`config.mk`:
```
export PLATFORM = sky130hd
export DESIGN_NAME = wram_mem_bridge
export DESIGN_NICKNAME = d
export VERILOG_FILES = /design/src/rtl/wram_mem_bridge.sv
export SDC_FILE = /design/constraint.sdc
export NUM_CORES = 1
export LEC_CHECK = 0
export CORE_MARGIN = 5
export CORE_UTILIZATION = 50
export CTS_BUF_LIST = sky130_fd_sc_hd__clkbuf_8
export DETAILED_ROUTE_END_ITERATION = 8
export PLACE_DENSITY = 0.78
export SLEW_MARGIN = 20
export SYNTH_ARGS = -nofsm -noshare
export SYNTH_HDL_FRONTEND = slang
export SYNTH_SLANG_ARGS = --single-unit
```
`constraint.sdc`:
```
create_clock -name CLK -period 3.6 [get_ports CLK]
set_input_delay 0.72 -clock CLK [delete_from_list [all_inputs] [get_ports CLK]]
set_output_delay 0.72 -clock CLK [all_outputs]
set_load 0.01 [all_outputs]
```
`src/rtl/wram_mem_bridge.sv`:
```
// Bridges the strobe-style WRAM port to a single req/ack memory transaction stream.
// One transaction can be in flight, and one more can wait in a depth-1 pending slot.
module wram_mem_bridge #(
  parameter int                MEM_AW = 22,
  parameter logic [MEM_AW-1:0] BASE   = 22'h3E0000
) (
  input  logic              CLK,
  input  logic              RST,
  input  logic [16:0]       RAM_A,
  input  logic [7:0]        RAM_D,
  input  logic              RAM_CE_N,
  input  logic              RAM_RD_N,
  input  logic              RAM_WE_N,
  output logic [7:0]        RAM_Q,
  output logic              mem_req,
  output logic              mem_we,
  output logic [MEM_AW-1:0] mem_addr,
  output logic [7:0]        mem_din,
  input  logic              mem_ack,
  input  logic [7:0]        mem_dout,
  output logic              busy,
  output logic              ovf
);

  typedef enum logic [1:0] {S_IDLE, S_RD, S_WR} state_e;

  typedef struct packed {
    logic        we;
    logic [16:0] a;
    logic [7:0]  d;
  } op_t;

  // Handshake: mem_req and its payload are held stable until the cycle mem_ack
  // is high; that cycle completes the transaction, and a queued op may launch next.
  state_e            state_q, state_d;
  logic              rd_n_q, we_n_q;
  logic [16:0]       wa_q;
  logic [7:0]        wd_q;
  logic              sh_v_q;
  logic              req_q, req_d;
  logic              we_q, we_d;
  logic [MEM_AW-1:0] addr_q, addr_d;
  logic [7:0]        din_q, din_d;
  logic              pend_v_q, pend_v_d;
  op_t               pend_q, pend_d;
  logic              ovf_q, ovf_d;
  logic [7:0]        ram_q_q, ram_q_d;

  logic              rd_start, wr_track, wr_commit;
  op_t               wr_op, rd_op;
  op_t               cand [3];
  logic [2:0]        cand_v;
  op_t               first, second;
  logic              first_v, second_v, drop;

  assign rd_start  = ~RAM_RD_N & rd_n_q & ~RAM_CE_N;
  assign wr_track  = ~RAM_WE_N & ~RAM_CE_N;
  // Commit is not gated by CE, so a write whose CE rises before WE still lands.
  assign wr_commit = RAM_WE_N & ~we_n_q & sh_v_q;

  always_comb begin
    wr_op   = '{we: 1'b1, a: wa_q, d: wd_q};
    rd_op   = '{we: 1'b0, a: RAM_A, d: 8'h00};
    // Candidates in priority order: the queued op, then the write, then the read.
    cand[0] = pend_q;
    cand[1] = wr_commit ? wr_op : rd_op;
    cand[2] = rd_op;
    cand_v  = {wr_commit & rd_start, wr_commit | rd_start, pend_v_q};

    first    = '0;
    second   = '0;
    first_v  = 1'b0;
    second_v = 1'b0;
    drop     = 1'b0;
    for (int i = 0; i < 3; i++) begin
      if (cand_v[i]) begin
        if (!first_v) begin
          first_v = 1'b1;
          first   = cand[i];
        end else if (!second_v) begin
          second_v = 1'b1;
          second   = cand[i];
        end else begin
          drop = 1'b1;
        end
      end
    end
  end

  always_comb begin
    state_d  = state_q;
    req_d    = req_q;
    we_d     = we_q;
    addr_d   = addr_q;
    din_d    = din_q;
    pend_v_d = pend_v_q;
    pend_d   = pend_q;
    ovf_d    = ovf_q;
    ram_q_d  = ram_q_q;

    if (state_q == S_RD && mem_ack) ram_q_d = mem_dout;

    if (state_q == S_IDLE || mem_ack) begin
      pend_v_d = second_v;
      pend_d   = second;
      if (drop) ovf_d = 1'b1;
      if (first_v) begin
        state_d = first.we ? S_WR : S_RD;
        req_d   = 1'b1;
        we_d    = first.we;
        addr_d  = {BASE[MEM_AW-1:17], first.a};
        din_d   = first.d;
      end else begin
        state_d = S_IDLE;
        req_d   = 1'b0;
      end
    end else begin
      // Busy without ack: the slot keeps (or takes) the oldest op, the rest is lost.
      pend_v_d = first_v;
      pend_d   = first;
      if (second_v) ovf_d = 1'b1;
    end
  end

  always_ff @(posedge CLK) begin
    if (RST) begin
      state_q  <= S_IDLE;
      rd_n_q   <= 1'b1;
      we_n_q   <= 1'b1;
      wa_q     <= '0;
      wd_q     <= '0;
      sh_v_q   <= 1'b0;
      req_q    <= 1'b0;
      we_q     <= 1'b0;
      addr_q   <= '0;
      din_q    <= '0;
      pend_v_q <= 1'b0;
      pend_q   <= '0;
      ovf_q    <= 1'b0;
      ram_q_q  <= 8'h00;
    end else begin
      state_q  <= state_d;
      rd_n_q   <= RAM_RD_N;
      we_n_q   <= RAM_WE_N;
      if (wr_track) begin
        wa_q   <= RAM_A;
        wd_q   <= RAM_D;
        sh_v_q <= 1'b1;
      end else if (wr_commit) begin
        sh_v_q <= 1'b0;
      end
      req_q    <= req_d;
      we_q     <= we_d;
      addr_q   <= addr_d;
      din_q    <= din_d;
      pend_v_q <= pend_v_d;
      pend_q   <= pend_d;
      ovf_q    <= ovf_d;
      ram_q_q  <= ram_q_d;
    end
  end

  assign RAM_Q    = ram_q_q;
  assign mem_req  = req_q;
  assign mem_we   = we_q;
  assign mem_addr = addr_q;
  assign mem_din  = din_q;
  assign busy     = (state_q != S_IDLE) | pend_v_q;
  assign ovf      = ovf_q;

endmodule

```
==> results.txt, run 1 <==
The fraction of layout cells with a size suffix above 1 came out at 0.07634. The number of antenna violations at the first check in global routing came out at 0. The switching power summed over all nets came out at 533.6 uW.

Walking the worst path, the cells encountered are clkdlybuf4s50_1 -> nand3b_1 -> buf_4 -> and4_1 -> a221oi_1 -> a211oi_1. The type of the worst setup path is in -> reg. The number of buffer and inverter stages on the critical path is 2. The HPWL after detailed placement is 6.530 mm.

The via count is 3730. Setup total negative slack on the finished layout was measured at 0 ps. Using the TritonRoute via totals, the vias-per-cell ratio works out to 5.958. The power per cell area is 422.5 nW/um^2.

The maximum number of buffers from clock root to sink is 2. The number of core rows is 32. The required time of the worst setup path came out at 3810 ps.

The leakage power of the design is 0.001763 uW. The number of DRC markers after the initial detailed-route iteration is 304. The worst slew slack as a fraction of its limit came out at 0.4110.

The routability congestion estimate from global placement came out at 0.8008. The count of antenna diodes in the layout came out at 0. The highest clock rate is 0.3971 GHz. The clock drives 94 sinks.

The adder-cell share of the synthesized area came out at 0.002471. The top-level I/O count came out at 81. At the pin with the least slew margin, the transition time is 883.6 ps. The worst endpoint data arrival time is 2730 ps. The width of the die is 100 um. The type of destination of the critical path is a flop. The number of nets in the final layout is 558. The switching share of power came out at 0.2491. The post-cts resize count is 0. The worst setup path is launched from a primary input. The cell with the biggest individual delay on the critical path is sky130_fd_sc_hd__clkdlybuf4s50_1.

Broken down by cell family, the worst path's largest delay share belongs to buffers and inverters. The overall track demand over capacity in global routing came out at 0.2088. The run finished with clean final reports. The number of CTS-inserted buffers came out at 9. The via count of the first global-routing pass is 3542. The yosys synthesis warning count is 0. The kind of path behind the tightest hold check is reg -> reg. The number of nets in the synthesized netlist came out at 506. The later-pin clock latency in the skew report is 360 ps. The iteration count of the initial detailed-routing pass came out at 5.

TritonCTS built the clock tree. The overall power after layout is 2142 uW. Setup repair after global routing left no endpoint under its margin. Counting flops and latches in the post-synthesis netlist gives 94.

After synthesis, the netlist uses 33 different library cells. The fraction of synthesized area in multiplexers came out at 0.01977. Hold timing on the final database bottoms out at a slack of 477.2 ps.

The post-synthesis instance area came out at 4050 sq um. Of all cell types, the one taking the most synthesized area is sky130_fd_sc_hd__dfxtp_1. The largest family of logic cells by synthesized area is compound AO/OA/AOI/OAI gates. The final max-slew violation count came out at 0. The remaining global-route overflow is 0. The final clock skew is 5.599 ps.

The minimum clock period after layout is 2518 ps. The clock-pin slew on the worst setup and hold paths came out at 90 ps. Internal power comes to 1609 uW. The simple-gate portion of the synthesized area came out at 0.2221. The wire length of the first global-routing pass came out at 17.05 mm. The sequential power share is 0.519.

Setup violations remaining at the end of the flow were counted as 0. Buffers inserted to repair hold after CTS numbered 0. The complex-gate fraction of the synthesized area is 0.2249. The filler cell count in the final layout came out at 675. The parity-gate share of the synthesized area counting xor and xnor cells is 0.004325.

The vertical extent of the die came out at 100 um. The count of buffers added on input and output ports is 80. The full die area came out at 10000 sq um. The combinational group share of total power is 0.132. The area growth from synthesis to final layout is 25.18%. In the final routed layout, each cell accounts on average for 16.48 um. The multi-input combinational cells in the finished layout cover a total of 1936 sq um.

The number of failing hold endpoints at the final stage is 0. The number of antenna-violating nets in the routed design came out at 0. Entering global routing, the biggest net connects 89 pins. The worst vdd rail ir drop is 0.2543 mV. The H-tree depth is 3. After synthesis, the mean cell area works out to 8.673 sq um. The final period utilization is 0.6994.

The initial core utilization is 0.5187. The DRC violations left is 0. The sequential cell area is 1882 sq um. Of the post-synthesis cell area, the dominant cell type holds 0.4646. The number of violations of the max-capacitance limit came out at 0.

The sequential fraction of the synthesis area came out at 0.4646. The clock share of power came out at 0.349. The area inside the core boundary is 7807 sq um.

The post-CTS repair timing setup buffer count came out at 0. The gate count of the mapped netlist is 467. In this run the clock root is driven by a sky130_fd_sc_hd__clkbuf_8. The worst-path maximum fanout is 12. Yosys attributes the largest share of cell area to sky130_fd_sc_hd__dfxtp_1, sky130_fd_sc_hd__a21oi_1, sky130_fd_sc_hd__nor2_1, sky130_fd_sc_hd__a211oi_1, sky130_fd_sc_hd__nand2_1. Across all register-to-register paths, the minimum setup slack is 1360 ps. The total wirelength of the detailed-routed design came out at 10.32 mm. For this run, the slowest stage of the critical path takes 600 ps.
==> metrics by stage <==
step                        util  cell area, sq um  setup slack, ps  instances
after detailed placement  0.6215              4852            719.3        610
after global placement    0.6215              4852            815.7        610
after global routing      0.6494              5070            934.7        626
final                     0.6494              5070             1082        626
after floorplan                -              4050             1658        467
after CTS                 0.6494              5070             1109        626
==> synth_stat cells <==
master,number
sky130_fd_sc_hd__a211oi_2,1
sky130_fd_sc_hd__nor4bb_1,1
sky130_fd_sc_hd__or2_2,3
sky130_fd_sc_hd__and3b_1,1
sky130_fd_sc_hd__nor2_1,60
sky130_fd_sc_hd__buf_1,1
sky130_fd_sc_hd__nor2b_1,1
sky130_fd_sc_hd__inv_1,3
sky130_fd_sc_hd__a2bb2oi_1,18
sky130_fd_sc_hd__nand3b_1,2
sky130_fd_sc_hd__o21ai_0,2
sky130_fd_sc_hd__and4b_1,1
sky130_fd_sc_hd__a21oi_1,59
sky130_fd_sc_hd__or3_1,1
sky130_fd_sc_hd__a22oi_1,8
sky130_fd_sc_hd__maj3_1,1
sky130_fd_sc_hd__nor3b_2,1
sky130_fd_sc_hd__dfxtp_1,94
sky130_fd_sc_hd__mux2i_1,8
sky130_fd_sc_hd__or3b_4,1
sky130_fd_sc_hd__buf_4,8
sky130_fd_sc_hd__a211oi_1,26
sky130_fd_sc_hd__nor3_1,2
sky130_fd_sc_hd__nor4b_1,17
sky130_fd_sc_hd__nand3_1,16
sky130_fd_sc_hd__and4_1,17
sky130_fd_sc_hd__buf_2,11
sky130_fd_sc_hd__clkbuf_1,32
sky130_fd_sc_hd__o21ba_2,1
sky130_fd_sc_hd__xnor2_1,2
sky130_fd_sc_hd__a221oi_1,17
sky130_fd_sc_hd__a31oi_4,1
sky130_fd_sc_hd__nand2_1,50
==> cell type report <==
cell class	instances	share of cell area
clock buffer	12	0.03258
clock inverter	4	0.01037
inverter	3	0.002221
tap	102	0.02517
sequential	94	0.3712
timing repair buffer	93	0.1767
multi-input combinational	318	0.3818
==> tightest hold or removal path, cell delays in order, from the launching register on <==
cell and delay [ps]:
sky130_fd_sc_hd__dfxtp_1 330, sky130_fd_sc_hd__nand2_1 50, sky130_fd_sc_hd__a21oi_1 50
==> kinds of logic after synthesis <==
family                     after synthesis
AOI/OAI and AO/OA                      133
xor gates and xnor gates                 2
adders and majority gates                1
buffers and inverters                   55
DFF                                     94
muxes                                    8
and+or+nand+nor                        174
==> state kept, by name, summed over array words and instances (netlist names), 2 cells and up <==
register	flops
cand	26
wa_q	17
RAM_Q	8
mem_addr	18
wd_q	8
state_q	2
mem_din	8
==> final timing paths <==
| check | startpoint | to | cells after the start |
|---|---|---|---|
| worst min register to register | wa_q[12]$_SDFFE_PP0P_ | wa_q[12]$_SDFFE_PP0P_ | 2 |
| worst max-delay path | RAM_WE_N | mem_addr[6]$_SDFFE_PP0P_ | 6 |
| worst min-delay path | wa_q[12]$_SDFFE_PP0P_ | wa_q[12]$_SDFFE_PP0P_ | 2 |
| worst max register to register | pend_v_q$_SDFF_PP0_ | cand[75]$_SDFF_PP0_ | 5 |
==> layer usage <==
layer	vias to the layer above	GRT usage	routed length, um
met5	-	0	0
met4	0	0.07254	143
met3	14	0.04309	675
met2	146	0.3566	5174
met1	1766	0.2619	4324
li1	1804	-	-
==> placed cells by master (no fill, tap or decap), drive strengths merged, types with 2 or more instances in the layout <==
master / instances
a211oi: 27
a21oi: 59
a221oi: 17
a22oi: 8
a2bb2oi: 18
and4: 17
buf: 14
clkbuf: 12
clkdlybuf4s50: 79
clkinv: 2
dfxtp: 94
inv: 4
mux2i: 8
nand2: 50
nand3: 16
nand3b: 2
nor2: 60
nor3: 2
nor4b: 17
o21ai: 2
or2: 3
xnor2: 2
==> power by group through the flow <==
stage	clock network (uW)	registers [uW]	logic (uW)
detailed placement	0	1140	284
floorplan	0	1140	141
finish	747	1110	283
CTS	765	1110	285
global placement	0	1130	278
global route	811	1120	309
Power figures use the tool's default switching activity.
==> run 2, diff against run 1 <==
- CORE_UTILIZATION: 50 -> 48
- clock period: 3.6 -> 2.05 ns (I/O delays scaled with it)
==> results.txt, run 2 (synthesized netlist as in run 1, its figures left out) <==
The flip-flop count of the largest register, all copies and words added came out at 26 (unchanged). The worst slack on hold paths came out at 475.1 ps (-2.116 ps). The setup violation total in the final timing report is 0 (unchanged). The number of antenna-violating nets in the routed design is 0 (unchanged). The type of element launching the critical path is a flop. The internal power contribution came out at 2633 uW (+64%). The routed wire length per instance is 16.90 um (+2.5%).

The top-level I/O count came out at 81 (unchanged). The initial core utilization came to 0.4929 (-0.02583). The switching power summed over all nets came out at 1008 uW (+89%).

The overall track demand over capacity in global routing came out at 0.2118 (+0.002981). The number of nets in the final layout came out at 574 (+2.9%). Leaving out fill and tap cells, the most frequent cells in the layout are sky130_fd_sc_hd__dfxtp_1, sky130_fd_sc_hd__clkdlybuf4s50_1, sky130_fd_sc_hd__nor2_1, sky130_fd_sc_hd__a21oi_1, sky130_fd_sc_hd__nand2_1. The number of buffers added to fix hold violations after cts is 0 (unchanged). Clock tree synthesis selected as its root buffer the cell sky130_fd_sc_hd__clkbuf_8. The worst slew slack as a fraction of its limit was 0.5033 (+0.09231). The number of CTS-inserted buffers came out at 9 (unchanged). TritonCTS built the clock tree. For this design, the slowest cell found on the critical path is sky130_fd_sc_hd__clkdlybuf4s50_1. The H-tree depth was 3 (unchanged). The leakage power of the design is 0.001832 uW (+3.9%).

The required time of the worst setup path is 1640 ps (-2170 ps). The area growth from synthesis to final layout is 28.88%. The final period utilization came out at 0.9743. The clock share of power came out at 0.317 (-0.032). The depth of the worst hold-timing path came to 2 (unchanged).

The total wirelength of the detailed-routed design is 10.90 mm (+5.6%). The endpoint of the lowest-slack register-to-register path is cand[52]$_SDFF_PP0_. The HPWL after detailed placement came out at 7.205 mm (+10%).

The sequential cell area is 1882 sq um (unchanged). The signal on the critical path passes through or3_1 -> clkdlybuf4s50_1. The worst vdd rail ir drop is 0.4046 mV (+59%). The combinational group share of total power is 0.145 (+0.013). The via count of the first global-routing pass came out at 3648 (+3.0%). The number of antenna violations at the first check in global routing came to 0 (unchanged). The routability congestion estimate from global placement is 0.7625 (-4.8%). The vertical extent of the die is 101.9 um (+1.9%). The delay contributed by the slowest stage of the critical path was 500 ps (-100 ps). The worst setup path is of the reg -> out kind. The multi-input gate area in the final layout was 1936 sq um (unchanged). The DRC violations left came out at 0 (unchanged). The area after detailed placement came out at 5039 sq um (+3.8%).

The wire length of the first global-routing pass is 17.32 mm (+1.6%). The flow ran to the end, and the final reports show no timing, DRC or antenna violations. The post-route cell area is 5220 sq um (+3.0%). The minimum clock period after layout is 1997 ps. The number of failing hold endpoints at the final stage came out at 0 (unchanged). The depth of the worst register-to-register path came out at 6 (+1). The final clock skew came out at 9.589 ps (+3.990 ps). The remaining global-route overflow was 0 (unchanged). The clock-pin slew on the worst setup and hold paths is 100 ps (about the same). In this run the critical register-to-register path is launched from pend_v_q$_SDFF_PP0_.

The detail-routed via count per cell came to 5.798 (-2.7%). The commonest non-fill, non-tap cell in the layout is sky130_fd_sc_hd__dfxtp_1. The worst setup path is captured at a primary output. The number of DRC markers after the initial detailed-route iteration is 177 (-42%).

The sequential power share is 0.538 (+0.019). The final max-slew violation count is 0 (unchanged). The maximum number of buffers from clock root to sink is 2 (unchanged).

The total clock sinks was 94 (unchanged). The area inside the core boundary is 8217 sq um (+5.2%). The width of the die came out at 101.9 um (+1.9%). Setup repair after global routing left no endpoint under its margin. The minimum setup slack among reg-to-reg paths is 200 ps (-1160 ps). The filler cell count in the final layout is 698 (+3.4%). The worst endpoint data arrival time is 1590 ps (-1140 ps). The min-delay analysis places its worst path in the category reg -> reg.

The post-cts resize count came out at 0 (unchanged). The fraction of layout cells with a size suffix above 1 came out at 0.1037 (+0.02737). The number of violations of the max-capacitance limit is 0 (unchanged). The worst-path maximum fanout was 4 (-8). The hold path startpoint is wa_q[16]$_SDFFE_PP0P_. The later-pin clock latency in the skew report came out at 370 ps (about the same). The full die area came out at 10370 sq um (+3.7%). The highest clock rate came out at 0.5007 GHz. The worst hold path terminates at wa_q[16]$_SDFFE_PP0P_.

The iteration count of the initial detailed-routing pass came to 4 (-1). The pin count of the biggest net entering global routing is 57 (-36%). The via count is 3740 (+0.27%). The number of core rows came out at 33 (+3.1%).

The post-CTS repair timing setup buffer count is 0 (unchanged). The switching share of power is 0.2769 (+0.02784). The power per cell area came out at 697.6 nW/um^2 (+65%). The count of antenna diodes in the layout was 0 (unchanged). The slew of the pin with the lowest slew margin came out at 739.8 ps (-143.8 ps).

The count of buffers from port buffering was 80 (unchanged).
## run 2: cell type report
cell class | instances | area share
multi-input combinational | 318 | 0.3708
timing repair buffer | 109 | 0.2066
clock inverter | 7 | 0.01103
inverter | 3 | 0.002157
tap | 105 | 0.02517
sequential | 94 | 0.3605
clock buffer | 9 | 0.02373
## run 2: power groups by stage
stage          logic [uW]  clock network (uW)  registers [uW]
2_1_floorplan         248                   0            2010
3_3_place_gp          514                   0            2000
3_5_place_dp          528                   0            2000
4_1_cts               531                1180            1960
5_1_grt               572                1240            1970
6_report              529                1150            1960
## run 2: worst max-delay path, delay by kind of cell (launching register included)
family | cells | cell delay [ps]
AND/OR/NAND/NOR | 1 | 370
flip-flops | 1 | 340
buffers and inverters | 1 | 500
## run 2: layer usage
metal  part of all wire  track usage  vias up
met5                  0            0        -
met4              0.023       0.1029        0
met3              0.057      0.03686       22
met2               0.49       0.3541      129
met1               0.43       0.2650     1751
li1                   -            -     1838
## run 2: worst max-delay path by stage
stage                          endpoint                    start  slack [ps]
4_1_cts                            busy  state_q[1]$_SDFFE_PP0N_          30
5_1_grt                            busy  state_q[1]$_SDFFE_PP0N_          30
3_3_place_gp        cand[61]$_SDFF_PP0_                 RAM_RD_N         -40
6_report                           busy  state_q[1]$_SDFFE_PP0N_          50
2_1_floorplan       cand[68]$_SDFF_PP0_                 RAM_RD_N         420
3_5_place_dp   mem_addr[8]$_SDFFE_PP0P_                 RAM_WE_N        -120
## run 2: metrics by stage
| step | std cells | TNS (ps) | setup slack (ps) | total power [uW] | utilization |
|---|---|---|---|---|---|
| 2_1_floorplan | 467 | 0 | 418.1 | 2256 | - |
| 3_3_place_gp | 629 | -1034 | -44.56 | 2510 | 0.6132 |
| 3_5_place_dp | 629 | -3126 | -116.0 | 2528 | 0.6132 |
| 4_1_cts | 645 | 0 | 29.03 | 3669 | 0.6353 |
| 5_1_grt | 645 | 0 | 27.18 | 3785 | 0.6353 |
| 6_report | 645 | 0 | 52.64 | 3641 | 0.6353 |
==> run 3, diff against run 2 <==
- CTS_CLUSTER_SIZE: unset -> 16
- SETUP_SLACK_MARGIN: unset -> 0.3
==> results.txt, run 3 (synthesized netlist as in run 1, its figures left out) <==
The flow ran to the end, and the final reports show no timing, DRC or antenna violations. The HPWL after detailed placement came out at 7.205 mm (unchanged). The number of nets in the final layout is 582 (+1.4%). The DRC violations left was 0 (unchanged). The number of buffers added to fix hold violations after cts is 0 (unchanged). The switching power summed over all nets came out at 1041 uW (+3.2%). The combinational group share of total power came out at 0.156 (+0.011). The iteration count of the initial detailed-routing pass is 5 (+1).

The total clock sinks is 94 (unchanged). TritonCTS built the clock tree. The sequential power share came to 0.529 (-0.009). The highest clock rate is 0.5723 GHz (+14%).

The H-tree depth was 3 (unchanged). The number of standard cells in the final layout excluding fillers came out at 653 (+1.2%). The remaining global-route overflow is 0 (unchanged).

The flip-flop count of the largest register, all copies and words added is 26 (unchanged). Setup repair after global routing could not meet its margin everywhere. The required time of the worst setup path is 2290 ps (+650 ps). The via count is 3862 (+3.3%). The worst-path maximum fanout is 11 (+7). The vertical extent of the die is 101.9 um (unchanged). In the layout the commonest cells are sky130_fd_sc_hd__dfxtp_1, sky130_fd_sc_hd__clkdlybuf4s50_1, sky130_fd_sc_hd__nor2_1, sky130_fd_sc_hd__a21oi_1, sky130_fd_sc_hd__nand2_1. The full die area is 10370 sq um (unchanged). The detail-routed via count per cell is 5.914 (+2.0%). The count of antenna diodes in the layout is 0 (unchanged). The power per cell area is 684.3 nW/um^2 (-1.9%). The width of the die was 101.9 um (unchanged). The number of antenna violations at the first check in global routing came out at 0 (unchanged). The internal power contribution is 2662 uW (+1.1%). The number of core rows came out at 33 (unchanged). The routability congestion estimate from global placement is 0.7625 (unchanged).

The worst hold path belongs to the class in -> reg. By startpoint and endpoint, the worst setup path is classified as reg -> reg. The worst slew slack as a fraction of its limit is 0.5881 (+0.08480). The clock share of power is 0.314 (-0.003). The final max-slew violation count is 0 (unchanged). The area inside the core boundary came to 8217 sq um (unchanged). The wire length of the first global-routing pass is 17.33 mm (about the same). The minimum setup slack in the final design came out at 302.6 ps (+250.0 ps).

The number of CTS-inserted buffers is 9 (unchanged). The filler cell count in the final layout is 668 (-4.3%). The top-level I/O count came out at 81 (unchanged). The pin count of the biggest net entering global routing is 57 (unchanged). The worst register-to-register path begins at pend_v_q$_SDFF_PP0_.

The root buffer cell chosen for the clock tree is sky130_fd_sc_hd__clkbuf_8. The commonest non-fill, non-tap cell in the layout is sky130_fd_sc_hd__dfxtp_1. The leakage power of the design is 0.001980 uW (+8.1%). The number of violations of the max-capacitance limit came to 0 (unchanged).

The clock-pin slew on the worst setup and hold paths came out at 100 ps (about the same). The multi-input gate area in the final layout came to 1977 sq um (+2.1%). The final period utilization came to 0.8524 (-0.1219).

The worst vdd rail ir drop is 0.4075 mV (+0.71%). The depth of the worst hold-timing path is 2 (unchanged). The final sum of negative setup slack is 0 ps (unchanged). The type of element launching the critical path is a flop. The routed wire length per instance came out at 17.96 um (+6.3%). The switching share of power is 0.2811 (+0.004193).

The count of placed standard cells including taps is 629 (unchanged). The final clock skew came out at 8.452 ps (-1.137 ps). The number of failing hold endpoints at the final stage was 0 (unchanged). STA classifies the critical path endpoint as a flop. The via count of the first global-routing pass came to 3655 (+0.19%). In this run the worst setup path begins at pend_v_q$_SDFF_PP0_. The minimum setup slack among reg-to-reg paths is 300 ps (+100 ps). The setup violation total in the final timing report is 0 (unchanged).

The number of DRC markers after the initial detailed-route iteration came out at 246 (+39%). The total wirelength of the detailed-routed design came out at 11.73 mm (+7.6%). The later-pin clock latency in the skew report came out at 380 ps (about the same).

The number of antenna-violating nets in the routed design came to 0 (unchanged). The post-place setup slack is -116.0 ps (unchanged). The endpoint identified for the worst register-to-register timing path is mem_addr[16]$_SDFFE_PP0P_. The worst endpoint data arrival time came out at 1990 ps (+400 ps).

The count of buffers from port buffering is 80 (unchanged). In this run the worst setup path terminates at mem_addr[16]$_SDFFE_PP0P_. The area growth from synthesis to final layout came out at 33.61%. The minimum clock period after layout is 1747 ps (-250.0 ps).

The fraction of layout cells with a size suffix above 1 came to 0.1332 (+0.02951). The depth of the worst register-to-register path came out at 6 (unchanged). The overall track demand over capacity in global routing came out at 0.2121 (+0.0002854). The sequential cell area is 1883 sq um (about the same). The initial core utilization is 0.4929 (unchanged). The slew of the pin with the lowest slew margin is 617.9 ps (-121.9 ps).

The maximum number of buffers from clock root to sink came out at 2 (unchanged).
## run 3: power by group through the flow
stage                     logic (uW)  registers, uW  clock network, uW
after detailed placement         528           2000                  0
after floorplan                  248           2010                  0
after global placement           514           2000                  0
final                            579           1960               1160
after CTS                        531           1960               1180
after global routing             621           1970               1240
## run 3: layer usage
metal	vias to the layer above	wire length [um]	global-route usage
li1	1846	-	-
met1	1868	4907	0.2641
met2	134	5920	0.3561
met3	14	697	0.03686
met4	0	201	0.1029
met5	-	0	0
## run 3: worst max-delay path, cell delays in order (launching register included)
cell                       delay, ps
sky130_fd_sc_hd__dfxtp_1         400
sky130_fd_sc_hd__buf_6           180
sky130_fd_sc_hd__inv_1            60
sky130_fd_sc_hd__buf_4           170
sky130_fd_sc_hd__and4_1          180
sky130_fd_sc_hd__a221oi_1        470
sky130_fd_sc_hd__a211oi_1        150
## run 3: per-stage QoR
stage / hold WS (ps) / power (uW) / instance area (sq um) / util
floorplan: 449.2 / 2256 / 4050 / -
global placement: 458.2 / 2510 / 5039 / 0.6132
detailed placement: 461.4 / 2528 / 5039 / 0.6132
CTS: 475.0 / 3669 / 5229 / 0.6364
global route: 325.4 / 3834 / 5411 / 0.6586
finish: 321.1 / 3703 / 5411 / 0.6586
## run 3: worst min-delay path by stage
stage,from,to,slack [ps]
6_report,RAM_RD_N,rd_n_q$_SDFF_PP1_,320
5_1_grt,RAM_RD_N,rd_n_q$_SDFF_PP1_,330
4_1_cts,wa_q[16]$_SDFFE_PP0P_,wa_q[16]$_SDFFE_PP0P_,480
3_5_place_dp,wa_q[16]$_SDFFE_PP0P_,wa_q[16]$_SDFFE_PP0P_,460
3_3_place_gp,wa_q[16]$_SDFFE_PP0P_,wa_q[16]$_SDFFE_PP0P_,460
2_1_floorplan,wd_q[0]$_SDFFE_PP0P_,wd_q[0]$_SDFFE_PP0P_,450
## run 3: area by class of cell
type | count | area share
clock inverters | 7 | 0.01064
multi-input cells | 318 | 0.3653
inverters | 3 | 0.002081
well taps | 105 | 0.02428
flip-flops and latches | 94 | 0.3480
repair buffers | 117 | 0.2268
clock buffers | 9 | 0.02289
## run 3: what timing repair did
item / in CTS / in global routing
buffers inserted: 0 / 3
cloned: 0 / 5
gates resized for setup: 4 / 19
endpoints found under the setup margin: 19 / 47
endpoints found under the hold margin: 0 / 0
pin swaps: 0 / 10
